--- config.mk ---
export PLATFORM = sky130hd
export DESIGN_NAME = alu_share_arbiter
export DESIGN_NICKNAME = d
export VERILOG_FILES = /design/src/rtl/alu_share_arbiter.sv
export SDC_FILE = /design/constraint.sdc
export NUM_CORES = 1
export LEC_CHECK = 0
export BUFFER_PORTS_ARGS = -buffer_cell sky130_fd_sc_hd__buf_2
export CELL_PAD_IN_SITES_DETAIL_PLACEMENT = 0
export CELL_PAD_IN_SITES_GLOBAL_PLACEMENT = 1
export CORE_MARGIN = 2
export CORE_UTILIZATION = 38
export DETAILED_ROUTE_END_ITERATION = 10
export GPL_TIMING_DRIVEN = 0
export PLACE_DENSITY = 0.88
export REMOVE_ABC_BUFFERS = 1
export SLEW_MARGIN = 20
export SYNTH_ARGS = -nofsm -noshare
export SYNTH_HDL_FRONTEND = slang
export SYNTH_SLANG_ARGS = --single-unit
--- constraint.sdc ---
create_clock -name clk -period 3.3 [get_ports clk]
set_input_delay 0.33 -clock clk [delete_from_list [all_inputs] [get_ports clk]]
set_output_delay 0.33 -clock clk [all_outputs]
set_load 0.02 [all_outputs]
--- src/rtl/alu_share_arbiter.sv ---
// Shares one ALU datapath between two requesters using round-robin arbitration with an optional owner lock.
// Issues one instruction per 3+RESULT_LAT cycles. Ready is only offered in IDLE, and the response pulse cannot be stalled.
module alu_share_arbiter #(
  parameter int                    BIT_WIDTH    = 4,
  parameter int                    INST_WIDTH   = 8,
  parameter int                    RESULT_LAT   = 1,
  parameter int                    LOCK_TIMEOUT = 15,
  parameter logic [INST_WIDTH-1:0] NOP_INST     = '0
) (
  input  logic                  clk,
  input  logic                  rst,
  input  logic                  req0_valid,
  input  logic [INST_WIDTH-1:0] req0_inst,
  input  logic                  req0_lock,
  output logic                  req0_ready,
  output logic                  rsp0_valid,
  output logic [BIT_WIDTH-1:0]  rsp0_data,
  output logic                  rsp0_cout,
  input  logic                  req1_valid,
  input  logic [INST_WIDTH-1:0] req1_inst,
  input  logic                  req1_lock,
  output logic                  req1_ready,
  output logic                  rsp1_valid,
  output logic [BIT_WIDTH-1:0]  rsp1_data,
  output logic                  rsp1_cout,
  output logic [INST_WIDTH-1:0] alu_inst,
  input  logic [BIT_WIDTH-1:0]  alu_out,
  input  logic                  alu_cout,
  output logic                  busy,
  output logic                  grant_id
);
  localparam logic [1:0] S_IDLE = 2'd0;
  localparam logic [1:0] S_EXEC = 2'd1;
  localparam logic [1:0] S_WAIT = 2'd2;
  localparam logic [1:0] S_RESP = 2'd3;
  localparam int TW = $clog2(LOCK_TIMEOUT + 1);
  localparam logic [TW-1:0] TO_CNT  = TW'(LOCK_TIMEOUT);
  localparam logic [2:0]    LAT_CNT = 3'(RESULT_LAT);

  logic [1:0]            state_q, state_d;
  logic [INST_WIDTH-1:0] inst_q, inst_d;
  logic                  grant_q, grant_d;
  logic                  ptr_q, ptr_d;
  logic                  lock_q, lock_d;
  logic                  owner_q, owner_d;
  logic [TW-1:0]         tcnt_q, tcnt_d;
  logic [2:0]            wcnt_q, wcnt_d;
  logic [BIT_WIDTH-1:0]  data_q, data_d;
  logic                  cout_q, cout_d;
  logic                  lock_eff, win_vld, win_id;

  // A lock whose timeout count has expired no longer restricts arbitration, starting in that same cycle.
  always_comb begin
    lock_eff = lock_q && (tcnt_q != TO_CNT);
    win_vld  = 1'b0;
    win_id   = 1'b0;
    if (state_q == S_IDLE) begin
      if (lock_eff) begin
        win_id  = owner_q;
        win_vld = owner_q ? req1_valid : req0_valid;
      end else if (req0_valid && req1_valid) begin
        win_vld = 1'b1;
        win_id  = ptr_q;
      end else if (req0_valid || req1_valid) begin
        win_vld = 1'b1;
        win_id  = req1_valid;
      end
    end
  end

  always_comb begin
    state_d = state_q;
    inst_d  = inst_q;
    grant_d = grant_q;
    ptr_d   = ptr_q;
    lock_d  = lock_q;
    owner_d = owner_q;
    tcnt_d  = tcnt_q;
    wcnt_d  = wcnt_q;
    data_d  = data_q;
    cout_d  = cout_q;
    case (state_q)
      S_IDLE: begin
        if (win_vld) begin
          inst_d  = win_id ? req1_inst : req0_inst;
          lock_d  = win_id ? req1_lock : req0_lock;
          grant_d = win_id;
          owner_d = win_id;
          ptr_d   = ~win_id;
          tcnt_d  = '0;
          state_d = S_EXEC;
        end else if (lock_q) begin
          if (!lock_eff) begin
            lock_d = 1'b0;
            tcnt_d = '0;
          end else begin
            tcnt_d = tcnt_q + TW'(1);
          end
        end
      end
      S_EXEC: begin
        wcnt_d  = LAT_CNT;
        state_d = S_WAIT;
      end
      S_WAIT: begin
        wcnt_d = wcnt_q - 3'd1;
        if (wcnt_q == 3'd1) begin
          data_d  = alu_out;
          cout_d  = alu_cout;
          state_d = S_RESP;
        end
      end
      default: state_d = S_IDLE;
    endcase
  end

  always_ff @(posedge clk) begin
    if (rst) begin
      state_q <= S_IDLE;
      inst_q  <= NOP_INST;
      grant_q <= 1'b0;
      ptr_q   <= 1'b0;
      lock_q  <= 1'b0;
      owner_q <= 1'b0;
      tcnt_q  <= '0;
      wcnt_q  <= '0;
      data_q  <= '0;
      cout_q  <= 1'b0;
    end else begin
      state_q <= state_d;
      inst_q  <= inst_d;
      grant_q <= grant_d;
      ptr_q   <= ptr_d;
      lock_q  <= lock_d;
      owner_q <= owner_d;
      tcnt_q  <= tcnt_d;
      wcnt_q  <= wcnt_d;
      data_q  <= data_d;
      cout_q  <= cout_d;
    end
  end

  assign req0_ready = win_vld && !win_id;
  assign req1_ready = win_vld && win_id;
  assign alu_inst   = (state_q == S_EXEC) ? inst_q : NOP_INST;
  assign busy       = (state_q != S_IDLE);
  assign grant_id   = grant_q;
  assign rsp0_valid = (state_q == S_RESP) && !grant_q;
  assign rsp1_valid = (state_q == S_RESP) && grant_q;
  assign rsp0_data  = data_q;
  assign rsp1_data  = data_q;
  assign rsp0_cout  = cout_q;
  assign rsp1_cout  = cout_q;
endmodule
; Word level (Yosys, flattened, before mapping)
; Cells that the tools add are included.
[totals]
reg_bits = 25
output_inout_bits = 24
word_cells = 58
input_bits = 27
[op_classes]
n_eq_ne = 7
reduce_logical = 17
mux = 22
addsub = 2
bitwise = 1
[op_table]
columns = cell, n
row1 = 8-bit 2-to-1 mux, 2
row2 = 1-bit 2-to-1 mux, 13
row3 = 4-bit 2-to-1 mux, 3
row4 = 2-bit AND reduction, 4
row5 = 1-bit logical AND, 6
row6 = 2-bit one-hot mux with 3 select lines, 1
row7 = 3-bit one-hot mux with 2 select lines, 1
row8 = 2-bit nonzero test, 3
row9 = "4-bit by 1-bit adder with 4-bit output, second input constant", 1
row10 = "2-bit == test, second input constant", 2
row11 = 2-bit 2-to-1 mux, 2
row12 = "2-bit != test, second input constant", 2
row13 = "4-bit != test, second input constant", 1
row14 = "3-bit by 1-bit == test with 1-bit output, second input constant", 1
row15 = "3-bit by 1-bit subtractor with 3-bit output, second input constant", 1
row16 = "2-bit by 1-bit == test with 1-bit output, second input constant", 1
row17 = 1-bit logical NOT, 2
row18 = 2-bit logical NOT, 1
row19 = 1-bit logical OR, 1
row20 = 1-bit NOT, 1

; Longest topological paths before layout
; Gate-level depths: netlist of run 1.
[logic_depth]
depth_word = 7
ltp_mapped = 8
ltp_nobuf = 6

; Least setup slack after synthesis of run 1
; Ideal clock, no wire load.
[synth_timing]
kind = flip-flop to output port
start = register tcnt_q[0]
end = output req0_ready
required_time_ns = 2.970
path_slack_ns = 1.442
path_buffers = 0
path_stages_with_launch = 5
arrival_time_ns = 1.528
path_cell_list = dfxtp_1 -> ha_1 -> nand3_2 -> and3_2 -> nor3_1
[synth_between]
elab_chain_cells = 6
word_cells_on_any_way = 8
classes_between = 1 x eq/ne / 4 x mux / 3 x reduce/logical
[synth_rtl]
columns = element, line_no
row1 = start: declaration, 46  ; logic [TW-1:0] tcnt_q, tcnt_d;
row2 = start signal: assignment, 136  ; tcnt_q <= tcnt_d;
row3 = 4-bit != test (*), 54  ; lock_eff = lock_q && (tcnt_q != TO_CNT);
row4 = 1-bit logical AND (*), 54
row5 = 1-bit 2-to-1 mux, 58  ; if (lock_eff) begin
row6 = 1-bit 2-to-1 mux, 57  ; if (state_q == S_IDLE) begin
row7 = 1-bit logical NOT, 143  ; assign req0_ready = win_vld && !win_id;
row8 = 1-bit logical AND (*), 143
row9 = end: declaration, 15  ; output logic req0_ready,
; Every way passes the cells marked *; elsewhere a longest branch is shown, timed or not.

; Final worst setup path of run 1
[layout_timing]
start = register state_q[0]
end = register inst_q[5]
[layout_between]
elab_chain_cells = 3
word_cells_on_any_way = 5
classes_between = 3 x mux / 2 x reduce/logical
[layout_rtl]
columns = element, line_no
row1 = start: declaration, 40  ; logic [1:0] state_q, state_d;
row2 = start signal: assignment, 130  ; state_q <= state_d;
row3 = 2-bit logical NOT (*), "57, 82"
row4 = 1-bit 2-to-1 mux, 57
row5 = 8-bit 2-to-1 mux or 2-bit AND reduction (tied branches), n/a
row6 = end signal: assignment, 131  ; inst_q <= inst_d;
row7 = end: declaration, 41  ; logic [INST_WIDTH-1:0] inst_q, inst_d;
; Marked as above.
; A chain may end at the register's enable or synchronous reset.

==> results_dict.tcl, run 1 <==
set metrics [dict create \
    min_period_ns 2.352 \
    irDropWorstVdd_mv 0.2519 \
    clock_sinks 25 \
    synth_edf_count 0 \
    die-width_um 65.05 \
    ys_seq_area_share_pct 35.34 \
    routed_via_density 5.239 \
    tns_ns 0 \
    final_cells 251 \
    cp_max_fo 12 \
    antennaDiodeCount 0 \
    cts_hold_buffers 0 \
    drc 0 \
    grt_max_degree 29 \
    critPathKind "reg -> reg" \
    finClkSkew_ns 0.006489 \
    synth_top_area_cell "dfxtp_1" \
    total_power_w 0.001173 \
    slew_headroom_pct 35.71 \
    track_usage_pct 14.51 \
    h-tree-depth 1 \
    io_pins 51 \
    grt_pass1_wl_um 4836 \
    finalNetCount 239 \
    seq_area_um2 500.5 \
    place.gp.congestion 0.7351 \
    drt.antenna.violating_nets 0 \
    wl_um 3016 \
    clockBufferDepth 2 \
    place_inst 247 \
    rows 22 \
    outcome "completed" \
    grt_antenna_before_repair 0 \
    syn-instance-count 161 \
    wl_per_cell_um 12.02 \
    cp.arrival_ns 2.52 \
    hold_viol_final 0 \
    initialDrtViolationCount 59 \
    syn2layout_area_growth_pct 20.14 \
    postCtsSetupBuffers 0 \
    cts_tree "done" \
    coreArea_um2 3633 \
    worstSkewPairLatency_ns 0.27 \
    cap_violations 0 \
    num_vias 1315 \
    fillCellCount 376 \
    rsz0062_at_grt "no" \
    power_leakage_nw 0.7597 \
    synth.distinct_cells 43 \
    port_buffers 50 \
    critPathRequiredTime_ns 3.46 \
    hold_class "in -> reg" \
    synth_top_area_share_pct 35.34 \
    die_h_um 65.05 \
    final_util_pct 46.83 \
    async_reset_ff_share_pct 0 \
    setup_viol 0 \
    grt_pass1_vias 1089 \
    cts_resized 0 \
    ys.flop_type "dfxtp_1" \
    firstDrtPassIters 4 \
    gr-total-overflow 0 \
    critPathCaptureType "flip-flop" \
    dieArea_um2 4232 \
    holdWs_ns 0.2774 \
    min_period_over_period_pct 71.28 \
    slew_violations 0 \
    drive_gt1_share_pct 30.05 \
    avgSynthCellArea_um2 8.797 \
    yosysWarnings 0 \
    synth.area.top_cells "dfxtp_1 (35%), ha_1 (7.1%), a221o_1 (5.7%), nor3b_1 (4.2%), a21oi_1 (3.5%)" \
    syn_area_um2 1416 \
    hpwl_um 2190 \
    synth_seq_cells 25 \
    fmaxAchievable_mhz 425.1 \
    p_per_area_nw_per_um2 689.2 \
    cts_buffers 3 \
    initial_core_util_pct 38.98 \
    start_kind "flip-flop" \
    clkTransAtPathRegs_ns 0.09 \
    clockRootBuffer "clkbuf_8" \
    multiInputGateArea_um2 819.5 \
    tightest_slew_ns 0.9644 \
]
## placed cells by master, fill, tap and decap left out, types with 6 or more instances in the layout
cell / Yosys / routed
a21oi_1: 10 / 10
a221o_1: 8 / 8
and2_1: 8 / 8
buf_2: 2 / 50
dfxtp_1: 25 / 25
ha_1: 8 / 8
inv_1: 7 / 7
nand2_1: 12 / 12
nand3_1: 9 / 9
nor2_1: 11 / 11
nor3b_1: 8 / 8
o21ai_0: 6 / 6
## flip-flops by register name, indices dropped and copies added (netlist names)
name / count
wcnt_q: 3
ptr_q: 1
state_q: 2
lock_q: 1
rsp0_data: 4
rsp0_cout: 1
tcnt_q: 4
inst_q: 8
owner_q: 1
## worst max-delay path, cell delays in order (launching register included)
cell      delay (ns)
dfxtp_1         0.36
inv_1           0.09
ha_1            0.42
inv_1           0.16
a311oi_2        0.80
nor3b_1         0.11
a221o_1         0.29
## cells by family (layout without fill, tap and decap cells)
kind of cell | after synthesis | after routing | synth area share (%)
simple gates | 68 | 68 | 27.83
flops | 25 | 25 | 35.34
compound gates | 38 | 38 | 20.94
fa+ha+maj | 8 | 8 | 7.067
xor+xnor | 1 | 1 | 0.6185
buf+inv | 19 | 61 | 6.802
mux | 2 | 2 | 1.413
## synth_stat cells (2+ instances only)
cell / instances
dfxtp_1: 25
nand2_1: 12
nor2_1: 11
a21oi_1: 10
nand3_1: 9
a221o_1: 8
and2_1: 8
ha_1: 8
nor3b_1: 8
inv_1: 7
buf_4: 6
o21ai_0: 6
nor3_1: 5
clkbuf_1: 3
nor2b_1: 3
a211oi_1: 2
a21o_1: 2
buf_2: 2
mux2i_1: 2
## stage by stage
stage	setup WS (ns)	cell area [um^2]
2_1_floorplan	1.358	1346
3_3_place_gp	0.9748	1657
3_5_place_dp	0.9826	1657
4_1_cts	0.9572	1702
5_1_grt	0.7254	1702
6_report	0.9478	1702
## layer usage
| layer | vias up | wire length [um] | global-route usage (%) |
|---|---|---|---|
| met1 | 598 | 1476 | 18.92 |
| met2 | 47 | 1276 | 23.32 |
| met5 | - | 0 | 0 |
| met4 | 0 | 21 | 5.469 |
| met3 | 4 | 241 | 3.299 |
| li1 | 666 | - | - |
## area by class of cell
cell class                 count  share of cell area [%]
timing repair buffer          50                   14.71
sequential                    25                   29.41
inverter                       7                   1.544
clock buffer                   4                   2.647
multi-input combinational    117                   48.16
tap                           48                   3.529
## final timing paths
path | slack (ns) | start | endpoint | cells after the start
worst max-delay path | 0.95 | state_q[0]$_SDFFE_PP0P_ | inst_q[5]$_SDFFE_PP0P_ | 6
worst min-delay path | 0.28 | req0_inst[7] | inst_q[7]$_SDFFE_PP0P_ | 2
worst min register to register | 0.47 | rsp0_data[2]$_SDFFE_PP0P_ | rsp0_data[2]$_SDFFE_PP0P_ | 2
worst max register to register | 0.95 | state_q[0]$_SDFFE_PP0P_ | inst_q[5]$_SDFFE_PP0P_ | 6
## power breakdown
group          internal, W  switching [W]  leakage [nW]
combinational     0.000218       0.000336         0.532
sequential        0.000373      0.0000629         0.204
clock            0.0000864      0.0000959        0.0228
(Power assumes the default switching activity.)
==> run 2, diff against run 1 <==
CORE_UTILIZATION = 32   (was 38)
PLACE_DENSITY = 0.8   (was 0.88)
clock period = 2.1 ns   (was 3.3 ns; I/O delays follow)
==> results_dict.tcl, run 2 (synthesis results as in run 1) <==
set metrics [dict create \
    grt.busiest_layer "met2" \
    h-tree-depth 1 \
    grt_antenna_before_repair 0 \
    grtUsageMet3_pct 3.561 \
    final_util_pct 41.05 \
    min_period_over_period_pct 96.53 \
    initial_core_util_pct 32.98 \
    r2r-end "inst_q[6]$_SDFFE_PP0P_" \
    cap_violations 0 \
    rr_startpoint "tcnt_q[0]$_SDFFE_PP0P_" \
    track_usage_pct 12.95 \
    die-width_um 70.53 \
    critPathCaptureType "output port" \
    hpwl_um 2284 \
    grt_max_degree 29 \
    grt_use_met1_pct 16.76 \
    critPathKind "reg -> out" \
    r2r_setup_slack_ns 0.20 \
    irDropWorstVdd_mv 0.3756 \
    min_period_ns 2.027 \
    slowest_delay_ns 0.40 \
    largest_register "inst_q" \
    cp_top_family "simple AND/OR/NAND/NOR gates" \
    holdWs_ns 0.1585 \
    crit_slowest_cell "dfxtp_1" \
    p_per_area_nw_per_um2 1095 \
    io_pins 51 \
    drive_gt1_share_pct 33.66 \
    hold_viol_final 0 \
    cts_hold_buffers 0 \
    outcome "completed" \
    finalNetCount 241 \
    pre_cts_slack_ns -0.1763 \
    clockBufferDepth 2 \
    power_leakage_nw 0.7699 \
    initialDrtViolationCount 21 \
    grt_pass1_wl_um 5292 \
    drt.antenna.violating_nets 0 \
    reg2reg_depth 5 \
    wl_per_cell_um 12.28 \
    firstDrtPassIters 4 \
    final.setup.worst_slack_ns 0.07278 \
    whs_path_depth 2 \
    tightest_slew_ns 0.5690 \
    clock_sinks 25 \
    critPathBufInv 1 \
    start_kind "flip-flop" \
    die_h_um 70.53 \
    fmaxAchievable_mhz 493.3 \
    finClkSkew_ns 0.001871 \
    total_power_w 0.001931 \
    place.gp.congestion 0.7329 \
    cts_buffers 3 \
    tns_ns 0 \
    clkTransAtPathRegs_ns 0.09 \
    syn2layout_area_growth_pct 24.47 \
    rsz0062_at_grt "no" \
    largest_reg_flops 8 \
    grt_pass1_vias 1142 \
    routed_via_density 4.992 \
    wl_um 3156 \
    setup_viol 0 \
    clockRootBuffer "clkbuf_8" \
    coreArea_um2 4294 \
    layout_commonest_cell "buf_2" \
    fillCellCount 455 \
    hold_end "inst_q[3]$_SDFFE_PP0P_" \
    slew_headroom_pct 62.07 \
    dieArea_um2 4974 \
    slew_violations 0 \
    worstSkewPairLatency_ns 0.27 \
    port_buffers 50 \
    num_vias 1283 \
    critPathRequiredTime_ns 1.89 \
    rows 24 \
    path_cells "ha_2 > nand3_2 > and3_2 > nor3_4 > buf_2" \
    gr-total-overflow 0 \
    cp_max_fo 7 \
    cts_tree "done" \
    antennaDiodeCount 0 \
    cp.arrival_ns 1.82 \
    hold_class "in -> reg" \
    met2_usage_pct 21.91 \
    drc 0 \
    layout_common_cells "buf_2 (50), dfxtp_1 (25), nand2_1 (12)" \
    worstHoldStart "req1_inst[3]" \
]
[run 2: metrics by stage]
stage / cells / area (um^2)
floorplan: 149 / 1346
global placement: 251 / 1662
detailed placement: 251 / 1662
CTS: 257 / 1744
global route: 257 / 1763
finish: 257 / 1763
[run 2: cell type report]
type | count | area [um^2] | share of cell area, %
Tap cell | 52 | 65.06 | 3.691
Clock buffer | 3 | 41.29 | 2.342
Inverter | 7 | 26.28 | 1.490
Sequential cell | 25 | 500.5 | 28.39
Timing Repair Buffer | 52 | 265.3 | 15.05
Clock inverter | 1 | 7.507 | 0.4258
Multi-Input combinational cell | 117 | 857.1 | 48.62
[run 2: worst max path at each step]
stage / startpoint / cells past startpoint / slack (ns) / end
after detailed placement: state_q[0]$_SDFFE_PP0P_ / 6 / -0.18 / inst_q[4]$_SDFFE_PP0P_
after floorplan: state_q[0]$_SDFFE_PP0P_ / 6 / 0.16 / inst_q[0]$_SDFFE_PP0P_
final: tcnt_q[0]$_SDFFE_PP0P_ / 5 / 0.07 / req0_ready
after CTS: tcnt_q[0]$_SDFFE_PP0P_ / 5 / 0.01 / req0_ready
after global placement: state_q[0]$_SDFFE_PP0P_ / 6 / -0.18 / inst_q[3]$_SDFFE_PP0P_
after global routing: tcnt_q[0]$_SDFFE_PP0P_ / 5 / 0.005 / req0_ready
[run 2: power breakdown]
group          switching (W)  internal, W
registers           0.000106     0.000586
logic               0.000549     0.000402
clock network       0.000154     0.000134
total               0.000808      0.00112
[run 2: timing repair]
item / 4_1_cts / 5_1_grt
pin swaps: 1 / 0
resized for setup: 3 / 4
cloned: 0 / 0
endpoints found under the setup margin: 11 / 2
setup buffers: 2 / 0
[run 2: metal layers]
layer	part of all wire, %	wire length [um]
met1	45	1433
met2	48	1520
met3	5.9	186
met4	0.54	17
met5	0	0
==> run 3, diff against run 2 <==
CTS_BUF_LIST = sky130_fd_sc_hd__clkbuf_4 sky130_fd_sc_hd__clkbuf_8 sky130_fd_sc_hd__clkbuf_16   (was unset)
CTS_CLUSTER_SIZE = 14   (was unset)
GPL_TIMING_DRIVEN = unset   (was 0)
==> results_dict.tcl, run 3 (synthesis results as in run 1) <==
set metrics [dict create \
    clock_sinks 25 \
    largest_reg_flops 8 \
    clockRootBuffer "clkbuf_8" \
    h-tree-depth 1 \
    hold_class "in -> reg" \
    fmaxAchievable_mhz 506.7 \
    tightest_slew_ns 0.5668 \
    worstSkewPairLatency_ns 0.27 \
    coreArea_um2 4294 \
    initialDrtViolationCount 55 \
    rsz0062_at_grt "no" \
    initial_core_util_pct 32.98 \
    io_pins 51 \
    gr-total-overflow 0 \
    start_kind "flip-flop" \
    slowest_delay_ns 0.43 \
    post_dp_cell_area_um2 1677 \
    cts_tree "done" \
    dieArea_um2 4974 \
    slew_headroom_pct 62.21 \
    place.gp.congestion 0.7493 \
    final.setup.worst_slack_ns 0.1263 \
    r2r_setup_slack_ns 0.26 \
    antennaDiodeCount 0 \
    critPathCaptureType "output port" \
    port_buffers 50 \
    wl_per_cell_um 12.98 \
    outcome "completed" \
    hpwl_um 2449 \
    power_leakage_nw 0.7726 \
    critPathKind "reg -> out" \
    clockBufferDepth 2 \
    num_vias 1294 \
    finalNetCount 241 \
    total_power_w 0.001965 \
    layout_common_cells "buf_2 (50), dfxtp_1 (25), nand2_1 (12)" \
    irDropWorstVdd_mv 0.3371 \
    largest_register "inst_q" \
    syn2layout_area_growth_pct 23.59 \
    finClkSkew_ns 0.001929 \
    grt_max_degree 29 \
    final_util_pct 40.76 \
    drt.antenna.violating_nets 0 \
    cp.arrival_ns 1.76 \
    tns_ns 0 \
    cts_buffers 3 \
    cap_violations 0 \
    hold_viol_final 0 \
    cp_max_fo 4 \
    routed_via_density 5.035 \
    critPathBufInv 1 \
    cp_top_family "simple AND/OR/NAND/NOR gates" \
    wl_um 3337 \
    pre_cts_slack_ns 0.2171 \
    setup_viol 0 \
    rows 24 \
    drc 0 \
    crit_slowest_cell "nor3_1" \
    fin_area_um2 1750 \
    grt_pass1_wl_um 5589 \
    layout_commonest_cell "buf_2" \
    die_h_um 70.53 \
    critPathRequiredTime_ns 1.89 \
    min_period_ns 1.974 \
    grt_antenna_before_repair 0 \
    firstDrtPassIters 4 \
    p_per_area_nw_per_um2 1123 \
    drive_gt1_share_pct 33.17 \
    slew_violations 0 \
    die-width_um 70.53 \
    track_usage_pct 13.69 \
    min_period_over_period_pct 93.99 \
    path_cells "ha_2 > and3_1 > nor3_1 > a211oi_2 > buf_2" \
    clkTransAtPathRegs_ns 0.09 \
    grt_pass1_vias 1202 \
]
[run 3: changes by cell type in the layout (fill, tap and decap cells not counted), sizes merged]
| cell | before | now |
|---|---|---|
| clkbuf | 3 | 4 |
| clkinvlp | 1 | 0 |
[run 3: what timing repair did]
item                       CTS  global route
buffers inserted             0             0
setup endpoints to repair    2             2
hold buffers                 0             0
resized for setup            1             4
[run 3: worst reg2reg max path: cells and delay by family, from the launching register on]
kind                     cells  cell delay (ns)
adder cells (fa/ha/maj)      1             0.23
AO/OA/AOI/OAI                1             0.24
flip-flops                   1             0.40
AND/OR/NAND/NOR              3             0.92
[run 3: final cells by class]
cell class | instances | area [um^2]
sequential | 25 | 500.5
fill | 480 | 2544
multi-input combinational | 117 | 844.6
timing repair buffer | 52 | 265.3
clock buffer | 4 | 48.80
inverter | 7 | 26.28
tap | 52 | 65.06
[run 3: where the power goes]
group,internal [W],total (W),switching [W]
Sequential,0.000587,0.000691,0.000105
Clock,0.000149,0.000311,0.000162
Combinational,0.000411,0.000963,0.000552
Total,0.00115,0.00197,0.000818
[run 3: final timing paths]
kind | start | end | depth (start not counted)
max reg2reg | tcnt_q[0]$_SDFFE_PP0P_ | inst_q[6]$_SDFFE_PP0P_ | 5
max | tcnt_q[0]$_SDFFE_PP0P_ | req1_ready | 5
min reg2reg | rsp0_data[1]$_SDFFE_PP0P_ | rsp0_data[1]$_SDFFE_PP0P_ | 2
min | req1_inst[2] | inst_q[2]$_SDFFE_PP0P_ | 2
[run 3: per-layer routing]
layer,track usage [%],vias to the layer above,wire length [um]
met1,18.31,586,1641
met4,5.031,0,48
met2,22.22,33,1442
met5,0,-,0
li1,-,670,-
met3,2.422,5,204
[run 3: through the flow]
step,cells,hold WS [ns]
3_3_place_gp,253,0.4372
6_report,257,0.1509
4_1_cts,257,0.1490
2_1_floorplan,149,0.2791
3_5_place_dp,253,0.4376
5_1_grt,257,0.1518
